==> src/rtl/memarb_pkg.sv <==
`default_nettype none
// memarb_pkg: owner encoding and defaults shared by the memory arbiter blocks.
// Rev 1.0
package memarb_pkg;

  typedef enum logic [1:0] {
    OWN_NONE = 2'b00,
    OWN_IF   = 2'b01,
    OWN_DM   = 2'b10
  } owner_t;

  localparam int STARVELIMIT_DEF = 4;

endpackage
`default_nettype wire

==> src/rtl/memarbstarve.sv <==
`default_nettype none
// memarbstarve: counts consecutive denied fetch cycles and flags when fetch must win.
// Rev 1.0
module memarbstarve
  import memarb_pkg::*;
#(
  parameter int STARVELIMIT = STARVELIMIT_DEF
) (
  input  logic clk,
  input  logic clr,
  input  logic req,
  input  logic gnt,
  output logic limit
);

  localparam int CW = (STARVELIMIT < 2) ? 1 : $clog2(STARVELIMIT + 1);
  localparam logic [CW-1:0] LIM = CW'(STARVELIMIT);

  logic [CW-1:0] cnt;

  always_ff @(posedge clk or negedge clr) begin
    if (!clr) begin
      cnt <= '0;
    end else if (req & ~gnt) begin
      if (cnt != LIM) cnt <= cnt + CW'(1);
    end else begin
      cnt <= '0;
    end
  end

  // A zero limit keeps the counter pinned at zero and never raises the flag.
  assign limit = (STARVELIMIT != 0) && (cnt == LIM);

endmodule
`default_nettype wire

==> src/rtl/memarbiter.sv <==
`default_nettype none
// memarbiter: single-port sram arbiter for fetch and data ports, data-first with fetch starvation override.
// Optional MEMARB_STATS_EN adds saturating stall counters. Rev 1.0
module memarbiter
  import memarb_pkg::*;
#(
  parameter int AWIDTH      = 32,
  parameter int DWIDTH      = 32,
  parameter int STARVELIMIT = STARVELIMIT_DEF
) (
  input  logic              clk,
  input  logic              clr,
  input  logic              ifreq,
  input  logic [AWIDTH-1:0] ifaddr,
  output logic              ifgnt,
  output logic              ifstall,
  output logic              ifvalid,
  output logic [DWIDTH-1:0] ifdata,
  input  logic              dmrd,
  input  logic              dmwr,
  input  logic [AWIDTH-1:0] dmaddr,
  input  logic [DWIDTH-1:0] dmdin,
  output logic              dmgnt,
  output logic              dmvalid,
  output logic [DWIDTH-1:0] dmdout,
  output logic [AWIDTH-1:0] memaddr,
  output logic              memrd,
  output logic              memwr,
  output logic              memcs,
  output logic [DWIDTH-1:0] memdin,
  input  logic [DWIDTH-1:0] memdout
`ifdef MEMARB_STATS_EN
  ,
  output logic [31:0]       ifstallcnt,
  output logic [31:0]       dmstallcnt
`endif
);

  owner_t pend, pend_nxt;
  logic   dmreq;
  logic   starve_limit;
  logic   dmwrite;

  assign dmreq = dmrd | dmwr;

  memarbstarve #(
    .STARVELIMIT(STARVELIMIT)
  ) u_starve (
    .clk  (clk),
    .clr  (clr),
    .req  (ifreq),
    .gnt  (ifgnt),
    .limit(starve_limit)
  );

  // Grants are gated by clr so the sram sees no access while reset is held.
  assign ifgnt   = clr & ifreq & (~dmreq | starve_limit);
  assign dmgnt   = clr & dmreq & ~(ifreq & starve_limit);
  assign ifstall = clr & ifreq & ~ifgnt;
  assign dmwrite = dmgnt & dmwr;

  assign memcs   = ifgnt | dmgnt;
  assign memrd   = ifgnt | (dmgnt & ~dmwr);
  assign memwr   = dmwrite;
  assign memaddr = ifgnt ? ifaddr : (dmgnt ? dmaddr : '0);
  assign memdin  = dmwrite ? dmdin : '0;

  always_ff @(posedge clk or negedge clr) begin
    if (!clr) pend <= OWN_NONE;
    else      pend <= pend_nxt;
  end

  always_comb begin
    pend_nxt = OWN_NONE;
    if (ifgnt)                pend_nxt = OWN_IF;
    else if (dmgnt & ~dmwr)   pend_nxt = OWN_DM;
  end

  always_ff @(posedge clk or negedge clr) begin
    if (!clr) begin
      ifvalid <= 1'b0;
      dmvalid <= 1'b0;
      ifdata  <= '0;
      dmdout  <= '0;
    end else begin
      ifvalid <= (pend == OWN_IF);
      dmvalid <= (pend == OWN_DM);
      if (pend == OWN_IF) ifdata <= memdout;
      if (pend == OWN_DM) dmdout <= memdout;
    end
  end

`ifdef MEMARB_STATS_EN
  always_ff @(posedge clk or negedge clr) begin
    if (!clr) begin
      ifstallcnt <= '0;
      dmstallcnt <= '0;
    end else begin
      if (ifstall && (ifstallcnt != '1))               ifstallcnt <= ifstallcnt + 32'd1;
      if (dmreq && !dmgnt && (dmstallcnt != '1))       dmstallcnt <= dmstallcnt + 32'd1;
    end
  end
`endif

endmodule
`default_nettype wire

==> config.mk <==
export PLATFORM = sky130hd
export DESIGN_NAME = memarbiter
export DESIGN_NICKNAME = d
export VERILOG_FILES = /design/src/rtl/memarb_pkg.sv /design/src/rtl/memarbstarve.sv /design/src/rtl/memarbiter.sv
export SDC_FILE = /design/constraint.sdc
export NUM_CORES = 1
export LEC_CHECK = 0
export BUFFER_PORTS_ARGS = -buffer_cell sky130_fd_sc_hd__buf_2
export CAP_MARGIN = 10
export CORE_MARGIN = 3
export CORE_UTILIZATION = 35
export CTS_CLUSTER_DIAMETER = 150
export DETAILED_ROUTE_END_ITERATION = 16
export GPL_ROUTABILITY_DRIVEN = 0
export PLACE_DENSITY = 0.79
export SLEW_MARGIN = 0
export SYNTH_ARGS = -nofsm -noshare
export SYNTH_HDL_FRONTEND = slang
export SYNTH_HIERARCHICAL = 1
export SYNTH_SLANG_ARGS = --single-unit
==> constraint.sdc <==
create_clock -name clk -period 2.1 [get_ports clk]
set_input_delay 0.21 -clock clk [delete_from_list [all_inputs] [get_ports clk]]
set_output_delay 0.21 -clock clk [all_outputs]
set_load 0.02 [all_outputs]
==> flow_metrics.env <==
export IMPL_cts_tree="yes"
export IMPL_antenna_cells=0
export IMPL_port_buffers=268
export IMPL_cts_buffers=9
export IMPL_finalSetupViolCount=0
export IMPL_antenna_found_initial=0
export IMPL_insertion_delay_ns=0.33
export IMPL_period_minus_slack_ns=2.03
export IMPL_synth_cell_types=33
export IMPL_clock_sinks=71
export IMPL_min_period_over_period=0.965
export IMPL_fin_hold_ws_ns=0.125
export IMPL_die_area_um2=12600
export IMPL_via_per_inst=5.25
export IMPL_start_util=0.360
export IMPL_max_stage_delay_ns=0.39
export IMPL_clockBufferDepth=2
export IMPL_drv_slew=0
export IMPL_hp_class="in2reg"
export IMPL_crit_path_cell_trace="inv_2, ha_4, and2_4, o21ba_4, buf_16, o22ai_1, buf_4"
export IMPL_postRouteAntennaNets=0
export IMPL_hold_violations=0
export IMPL_hold_start="memdout[16]"
export IMPL_die_height_um=112
export IMPL_drt_iter0_drc=356
export IMPL_power_density_nw_per_um2=900
export IMPL_worstSetupEndpointType="primary output"
export IMPL_critPathArrivalTime_ns=1.82
export IMPL_yosysWarnings=6
export IMPL_core_um2=10900
export IMPL_cts_hold_buf=0
export IMPL_dp_slack_ns=0.0934
export IMPL_path_class="reg2out"
export IMPL_crit_family="buffers and inverters"
export IMPL_row_count=38
export IMPL_vias=3869
export IMPL_crit_path_start_kind="register"
export IMPL_drt_pass1_iterations=5
export IMPL_worst_slack_ns=0.0741
export IMPL_finalNetCount=727
export IMPL_routedWlPerCell_um=18.6
export IMPL_r2r_start="u_starve/cnt[0]"
export IMPL_finClkSkew_ns=0.00450
export IMPL_gr_usage_all_layers=0.205
export IMPL_area_delta_synth_final_pct=51.7
export IMPL_fin_total_pwr_mw=5.38
export IMPL_synthCells=332
export IMPL_critPathRequiredTime_ns=1.89
export IMPL_startpoint="u_starve/cnt[1]"
export IMPL_cts_root_buf="clkbuf_16"
export IMPL_drc=0
export IMPL_max_freq_ghz=0.494
export IMPL_dp_hpwl_mm=10.4
export IMPL_worst_pin_slew_ns=0.877
export IMPL_grt_max_degree=72
export IMPL_cts_max_level=3
export IMPL_crit_slowest_cell="dfrtp_1"
export IMPL_synth_yosys_seq_area_share=0.451
export IMPL_path_buf_inv=3
export IMPL_clkTransAtPathRegs_ns=0.06
export IMPL_synth_fp_nets=467
export IMPL_grt_remaining_overflow=0
export IMPL_grt_pass1_vias=3777
export IMPL_critPathMaxFanout=17
export IMPL_status="finished clean"
export IMPL_leakagePower_nw=3.15
export IMPL_fin_tns_setup_ns=0
export IMPL_rsz0062_at_grt="yes"
export IMPL_drt_total_wl_mm=13.7
export IMPL_drive_gt1_frac=0.667
export IMPL_ys_seq_elements=71
export IMPL_max_cap_viol_count=0
export IMPL_avgSynthCellArea_um2=11.9
export IMPL_io_pins=269
export IMPL_timing_slew_headroom=0.416
export IMPL_die_w_um=112
export IMPL_grt_pass1_wl_mm=20.7
export IMPL_ir_drop_mv=0.730
export IMPL_synth_area_um2=3940
## power breakdown
group          total, mW  switching (mW)  internal (mW)
combinational       1.87            1.03          0.844
clock               1.64           0.590           1.05
sequential          1.86           0.175           1.69
## kinds of logic (layout without fill, tap and decap cells)
group	after synthesis	in the layout	synth area share
flops	71	71	0.451
fa+ha+maj	2	2	0.00635
compound gates	73	73	0.146
simple gates	80	80	0.114
mux	64	64	0.211
buf+inv	42	307	0.0714
## per-stage QoR
stage | area (µm²) | instances | util
2_1_floorplan | 3940 | 332 | -
5_1_grt | 5980 | 737 | 0.547
3_3_place_gp | 5340 | 712 | 0.488
6_report | 5980 | 737 | 0.547
3_5_place_dp | 5340 | 712 | 0.488
4_1_cts | 5810 | 732 | 0.532
## area by class of cell
cell class,count,area (µm²)
Inverter,4,15.0
Clock inverter,7,103
Multi-Input combinational cell,219,1960
Clock buffer,9,225
Fill cell,916,4960
Timing Repair Buffer,287,1720
Tap cell,140,175
Sequential cell,71,1780
## Yosys cell counts, drive strengths merged
cell	instances	share of area
a21bo	2	0.0051
a21boi	1	0.0029
a21o	1	0.0022
a21oi	2	0.0025
and2	2	0.0035
and3	32	0.051
and3b	1	0.0022
buf	26	0.056
clkbuf	12	0.011
dfrtp	71	0.45
ha	2	0.0064
inv	4	0.0038
mux2	64	0.21
nand2	1	0.00095
nand2b	2	0.0032
nand3	34	0.043
nor2	4	0.0038
nor2b	1	0.0016
nor3	3	0.0051
o21ai	32	0.041
o21ba	1	0.0025
o22ai	32	0.084
o31a	1	0.0022
o32ai	1	0.0041
## routing by layer
| metal | wire [µm] | vias to the layer above | track usage |
|---|---|---|---|
| met1 | 5320 | 1854 | 0.256 |
| met4 | 360 | 0 | 0.0809 |
| met3 | 1240 | 33 | 0.0491 |
| met2 | 6800 | 239 | 0.344 |
| met5 | 0 | - | 0 |
| li1 | - | 1743 | - |
## cells in the final DEF (no fill, tap or decap), types with 2 or more instances in the layout
master     instances
buf_2            237
dfrtp_1           71
buf_4             37
nand3_1           34
o21ai_0           32
and3_1            29
mux2_4            29
mux2_2            25
o22ai_2           24
clkbuf_16         12
mux2_1            10
o22ai_1            8
buf_12             6
and3_4             3
nor2_1             3
inv_6              3
buf_6              3
nor3_1             2
inv_1              2
bufinv_16          2
inv_2              2
a21oi_1            2
## sequential cells by signal, summed over array words and instances (netlist names)
| register | flops |
|---|---|
| dmvalid | 1 |
| ifdata | 32 |
| dmdout | 32 |
| ifvalid | 1 |
| pend | 2 |
| u_starve/cnt | 3 |
## what timing repair did
action	4_1_cts	5_1_grt
gates cloned	1	4
pin swaps	1	2
setup buffers	3	1
resized for setup	33	17
endpoints found under the setup margin	68	6
## path summary, 6_finish.rpt
kind	to	slack, ns	depth (start not counted)
min in group asynchronous	u_starve/cnt[0]	0.42	2
worst min-delay path	ifdata[16]	0.13	2
worst max-delay path	memaddr[31]	0.07	7
max in group asynchronous	dmdout[8]	1.11	2
worst max register to register	u_starve/cnt[2]	0.41	8
worst min register to register	dmdout[4]	0.48	1
(Power assumes the default switching activity.)
